File: config.mk
export PLATFORM = sky130hd
export DESIGN_NAME = acondicionador_botones
export DESIGN_NICKNAME = d
export VERILOG_FILES = /design/src/rtl/acondicionador_botones.sv
export SDC_FILE = /design/constraint.sdc
export NUM_CORES = 1
export LEC_CHECK = 0
export ABC_CLOCK_PERIOD_IN_PS = 2100
export CAP_MARGIN = 20
export CORE_ASPECT_RATIO = 1.1
export CORE_MARGIN = 2
export CORE_UTILIZATION = 53
export CTS_CLUSTER_DIAMETER = 150
export DETAILED_ROUTE_END_ITERATION = 12
export GPL_TIMING_DRIVEN = 0
export PLACE_DENSITY = 0.79
export SYNTH_ARGS = -nofsm -noshare
export SYNTH_HDL_FRONTEND = slang
export SYNTH_SLANG_ARGS = --single-unit
File: constraint.sdc
create_clock -name clk -period 2.1 [get_ports clk]
set_clock_uncertainty 0.2 [all_clocks]
set_input_delay 0.42 -clock clk [delete_from_list [all_inputs] [get_ports clk]]
set_output_delay 0.42 -clock clk [all_outputs]
set_load 0.02 [all_outputs]
File: src/rtl/acondicionador_botones.sv
// Push-button conditioner: per-channel two-flop synchronizer followed by an
// independent debounce FSM. Each FSM produces a registered debounced level
// and one-cycle pulses for every accepted press and release. Buttons are
// active-low at the pins; all outputs are active-high.
module acondicionador_botones #(
    parameter int N_BOTONES       = 3,
    parameter int DEBOUNCE_CICLOS = 50000
) (
    input  logic                 clk,
    input  logic                 rst,
    input  logic [N_BOTONES-1:0] botones_n,
    output logic [N_BOTONES-1:0] nivel,
    output logic [N_BOTONES-1:0] pulso_presion,
    output logic [N_BOTONES-1:0] pulso_liberacion
);

    // One extra bit beyond the bits needed for DEBOUNCE_CICLOS-1 keeps the
    // counter comfortably wide at every legal parameter value.
    localparam int CW = $clog2(DEBOUNCE_CICLOS) + 1;
    localparam logic [CW-1:0] CUENTA_MAX  = CW'(DEBOUNCE_CICLOS - 1);
    localparam logic [CW-1:0] CUENTA_UNO  = CW'(1);
    localparam logic [CW-1:0] CUENTA_CERO = CW'(0);

    typedef enum logic [1:0] {
        SUELTO              = 2'b00,
        CONFIRMA_PRESION    = 2'b01,
        PRESIONADO          = 2'b10,
        CONFIRMA_LIBERACION = 2'b11
    } estado_t;

    logic [N_BOTONES-1:0] sync1_r;
    logic [N_BOTONES-1:0] sync2_r;

    // Two-flop synchronizer; reset parks it at the released (high) level so
    // a button held through reset is re-qualified from scratch.
    always_ff @(posedge clk) begin
        if (rst) begin
            sync1_r <= {N_BOTONES{1'b1}};
            sync2_r <= {N_BOTONES{1'b1}};
        end else begin
            sync1_r <= botones_n;
            sync2_r <= sync1_r;
        end
    end

    for (genvar i = 0; i < N_BOTONES; i++) begin : g_canal
        estado_t        estado_r;
        estado_t        estado_sig_s;
        logic [CW-1:0]  cuenta_r;
        logic [CW-1:0]  cuenta_sig_s;
        logic           s_s;
        logic           nivel_r;
        logic           presion_r;
        logic           liberacion_r;
        logic           nivel_sig_s;
        logic           presion_sig_s;
        logic           liberacion_sig_s;

        assign s_s = sync2_r[i];

        // State and counter register for this channel.
        always_ff @(posedge clk) begin
            if (rst) begin
                estado_r <= SUELTO;
                cuenta_r <= CUENTA_CERO;
            end else begin
                estado_r <= estado_sig_s;
                cuenta_r <= cuenta_sig_s;
            end
        end

        // Next-state logic: a level change is accepted only after it has been
        // seen on DEBOUNCE_CICLOS consecutive synchronized samples; the
        // counter stops at CUENTA_MAX because the transition fires there.
        always_comb begin
            estado_sig_s = estado_r;
            cuenta_sig_s = cuenta_r;
            case (estado_r)
                SUELTO: begin
                    if (s_s == 1'b0) begin
                        estado_sig_s = CONFIRMA_PRESION;
                        cuenta_sig_s = CUENTA_UNO;
                    end else begin
                        estado_sig_s = SUELTO;
                        cuenta_sig_s = CUENTA_CERO;
                    end
                end
                CONFIRMA_PRESION: begin
                    if (s_s == 1'b1) begin
                        estado_sig_s = SUELTO;
                        cuenta_sig_s = CUENTA_CERO;
                    end else if (cuenta_r >= CUENTA_MAX) begin
                        estado_sig_s = PRESIONADO;
                        cuenta_sig_s = CUENTA_CERO;
                    end else begin
                        estado_sig_s = CONFIRMA_PRESION;
                        cuenta_sig_s = cuenta_r + CUENTA_UNO;
                    end
                end
                PRESIONADO: begin
                    if (s_s == 1'b1) begin
                        estado_sig_s = CONFIRMA_LIBERACION;
                        cuenta_sig_s = CUENTA_UNO;
                    end else begin
                        estado_sig_s = PRESIONADO;
                        cuenta_sig_s = CUENTA_CERO;
                    end
                end
                CONFIRMA_LIBERACION: begin
                    if (s_s == 1'b0) begin
                        estado_sig_s = PRESIONADO;
                        cuenta_sig_s = CUENTA_CERO;
                    end else if (cuenta_r >= CUENTA_MAX) begin
                        estado_sig_s = SUELTO;
                        cuenta_sig_s = CUENTA_CERO;
                    end else begin
                        estado_sig_s = CONFIRMA_LIBERACION;
                        cuenta_sig_s = cuenta_r + CUENTA_UNO;
                    end
                end
                default: begin
                    estado_sig_s = SUELTO;
                    cuenta_sig_s = CUENTA_CERO;
                end
            endcase
        end

        // Output decode: level follows the accepted state; a pulse fires on
        // the single cycle where the registered level is about to change.
        always_comb begin
            nivel_sig_s      = 1'b0;
            presion_sig_s    = 1'b0;
            liberacion_sig_s = 1'b0;
            case (estado_r)
                PRESIONADO: begin
                    nivel_sig_s   = 1'b1;
                    presion_sig_s = ~nivel_r;
                end
                CONFIRMA_LIBERACION: begin
                    nivel_sig_s = 1'b1;
                end
                SUELTO: begin
                    liberacion_sig_s = nivel_r;
                end
                CONFIRMA_PRESION: begin
                    nivel_sig_s = 1'b0;
                end
                default: begin
                    nivel_sig_s = 1'b0;
                end
            endcase
        end

        // Registered outputs for this channel.
        always_ff @(posedge clk) begin
            if (rst) begin
                nivel_r      <= 1'b0;
                presion_r    <= 1'b0;
                liberacion_r <= 1'b0;
            end else begin
                nivel_r      <= nivel_sig_s;
                presion_r    <= presion_sig_s;
                liberacion_r <= liberacion_sig_s;
            end
        end

        assign nivel[i]            = nivel_r;
        assign pulso_presion[i]    = presion_r;
        assign pulso_liberacion[i] = liberacion_r;
    end

endmodule

==> flow_summary_export.csv <==
group,metric,value,unit
placed_design,pre_cts_ws,-0.2441,ns
power,power_density,785.6,nW/um^2
cts,cts_hold_buf,0,
floorplanning,die_x,74.29,um
synthesis,synthXorXnorAreaFrac,12.77,%
final_layout,nets,348,
critical_path,ff2ff_setup_slack,-0.04,ns
synthesis,yosysTopAreaCell,"dfxtp_1",
synthesis,ys_top_cells_by_area,"dfxtp_1 (50%), nor2_1 (7.9%), xor2_1 (7.0%), xnor2_1 (5.8%), nand3_1 (2.8%)",
drt,drt_iter0_drc,101,
synthesis,synth.area.mux_share,1.173,%
final_layout,layout-drive-gt1-share,17.97,%
synthesis,ys_warn_count,0,
drt,drt-total-wl,4995,um
min_path,holdCritStartpoint,"sync1_r[1]",
run,maxCapViolations,0,
cts,cts_tree,"done",
final_layout,syn_to_final_growth,21.29,%
floorplanning,core_area,5325,um^2
sta,hold_violations,0,
sta,holdWs,0.2043,ns
status,violations,"setup timing",
power,leakage,1.212,nW
critical_path,rr_startpoint,"g_canal[2].cuenta_r[11]",
critical_path,r2r_cells,5,
global_route,grt_pass1_vias,1992,
power,peakVddDrop,0.5785,mV
synthesis,yosysMostFrequentCell,"dfxtp_1",
synthesis,synthSimpleGateAreaFrac,26.11,%
synthesis,avgSynthCellArea,9.321,um^2
drt,viasPerCell,5.010,
critical_path,endpoint_kind,"register",
cts,clock_latency,0.34,ns
placed_design,io_buffers,12,
global_route,antenna_found_initial,0,
synthesis,netlist_instances,309,
drt,wl_per_cell,11.89,um
critical_path,cp-start-kind,"register",
cts,cts_max_level,3,
critical_path,r2r-end,"g_canal[2].estado_r[1]",
sta,rsz0062_at_grt,"yes",
status,status,"finished with violations",
critical_path,critPathKind,"reg -> reg",
synthesis,yosysSeqAreaShare,50.04,%
critical_path,crit_cells,5,
final_layout,final_util,65.60,%
cts,clockRootBuffer,"clkbuf_8",
floorplanning,fp.dieArea,6041,um^2
synthesis,synth_cell_types,43,
synthesis,synth-edff-count,0,
synthesis,synth_ff_type,"dfxtp_1",
critical_path,crit_buf_inv,0,
cts,cts_buffer_depth,2,
synthesis,synth_compound_area_share,4.127,%
global_route,grt_max_degree,13,
floorplanning,row_count,28,
floorplanning,initial_utilization,54.09,%
global_route,grt_use_total,18.55,%
synthesis,synth_common_cells,"dfxtp_1 (72), nor2_1 (61), xor2_1 (23)",
floorplanning,die_h,81.32,um
synthesis,async_reset_ff_share,0,%
critical_path,crit_path_max_incr_delay,0.56,ns
final_layout,fillers,440,
floorplanning,io_pins,14,
min_path,hold_end,"sync2_r[1]",
min_path,min_path_cells,1,
critical_path,arrival,2.17,ns
drt,vias,2104,
critical_path,cp_top_family,"simple AND/OR/NAND/NOR gates",
drt,drtAntennaViolNets,0,
drt,dr.pass1.iters,4,
placed_design,routabilityCongestion,0.8015,
synthesis,ys_seq_elements,72,
final_layout,diodes,0,
cts,clock-sinks,72,
critical_path,cp_max_fo,3,
cts,clk_pin_slew,0.07,ns
placed_design,dp_hpwl,3336,um
critical_path,path_cells,"or4_4 -> nor4_2 -> o41a_1 -> o21ai_0 -> mux2_2",
sta,setup_slack,-0.03961,ns
synthesis,synthesis.area,2880,um^2
sta,finalSetupViolations,11,
synthesis,synth_top_area_share,50.04,%
sta,fmax,0.4674,GHz
synthesis,yosys.area_share.adder,1.303,%
sta,drv_slew,0,
critical_path,cp.required,2.13,ns
sta,min_period,2.140,ns
global_route,grt_pass1_wl,8514,um
synthesis,synth_top_family_by_area,"simple AND/OR/NAND/NOR gates",
cts,tritoncts.num_buffers,9,
min_path,min_path_type,"reg -> reg",
critical_path,cpMaxStageDelayCell,"or4_4",
critical_path,startpoint,"g_canal[2].cuenta_r[11]",
sta,post-route-period-util,101.9,%
global_route,grt.overflow.total,0,
drt,drc,0,
[flip-flops by register name, indices dropped and copies added, names as in the netlist]
name,cells
g_canal.cuenta_r,51
g_canal.estado_r,6
g_canal.liberacion_r,3
g_canal.nivel_r,3
g_canal.presion_r,3
sync1_r,3
sync2_r,3
[layout by cell type, fill, tap and decap left out, types with 6 or more instances in the layout]
master,count
dfxtp_1,69
nand4_1,8
clkdlybuf4s50_1,12
xnor2_1,19
clkbuf_8,10
nand2_1,15
inv_1,6
xor2_1,23
nor2_1,59
buf_4,16
or2_2,7
nand3_1,15
and3_1,8
[how the worst max path moves through the flow]
stage | slack, ns | to
after floorplan | 0.01 | g_canal[2].cuenta_r[8]
after CTS | -0.03 | g_canal[2].cuenta_r[10]
after global routing | -0.10 | g_canal[2].cuenta_r[10]
final | -0.04 | g_canal[2].estado_r[1]
after global placement | -0.19 | g_canal[0].cuenta_r[12]
after detailed placement | -0.24 | g_canal[0].cuenta_r[7]
[worst register-to-register path, stage by stage, from the launching register on]
cell and delay [ns]:
dfxtp_2 0.32, or4_4 0.56, nor4_2 0.28, o41a_1 0.25
o21ai_0 0.13, mux2_2 0.29
[report_power, final]
part	internal [W]	total (W)	switching (W)
logic	0.0000224	0.0000405	0.0000181
registers	0.00138	0.00139	0.00000935
clock network	0.000822	0.00132	0.000495
total	0.00222	0.00274	0.000523
[final cells by class]
class	count	area (um^2)	area share, %
Tap cell	75	93.84	2.686
Clock inverter	5	103.9	2.973
Buffer	15	108.9	3.116
Clock buffer	11	141.4	4.047
Timing Repair Buffer	19	176.4	5.050
Multi-Input combinational cell	217	1401	40.11
Sequential cell	72	1445	41.37
Inverter	6	22.52	0.6447
[metrics by stage]
step | area [um^2] | setup TNS, ns | power (W) | std cells
detailed placement | 3108 | -4.606 | 0.001452 | 398
finish | 3493 | -0.1084 | 0.002745 | 420
floorplan | 2894 | 0 | 0.001439 | 311
CTS | 3421 | -0.1282 | 0.002760 | 418
global placement | 3108 | -3.420 | 0.001451 | 398
global route | 3493 | -1.325 | 0.002833 | 420
[cells by family (layout without fill, tap and decap cells)]
kind of cell | after synthesis | count (layout)
other | 1 | 3
adder cells (fa/ha/maj) | 3 | 3
AND/OR/NAND/NOR | 149 | 149
XOR/XNOR | 42 | 42
flip-flops | 72 | 72
multiplexers | 3 | 3
buffers and inverters | 22 | 56
AO/OA/AOI/OAI | 17 | 17
[routing by layer]
layer  track usage [%]  share of wire, %  wire length [um]
met5                 0                 0                 0
met4             8.036              0.98                49
met3             6.203               3.0               148
met2             29.38                48              2415
met1             23.00                48              2381
[repair_timing]
item / CTS / global route
endpoints found under the setup margin: 34 / 38
pin swaps: 3 / 4
resized for setup: 12 / 18
buffers inserted: 5 / 2
No activity file was read; power rests on OpenSTA's default activity.
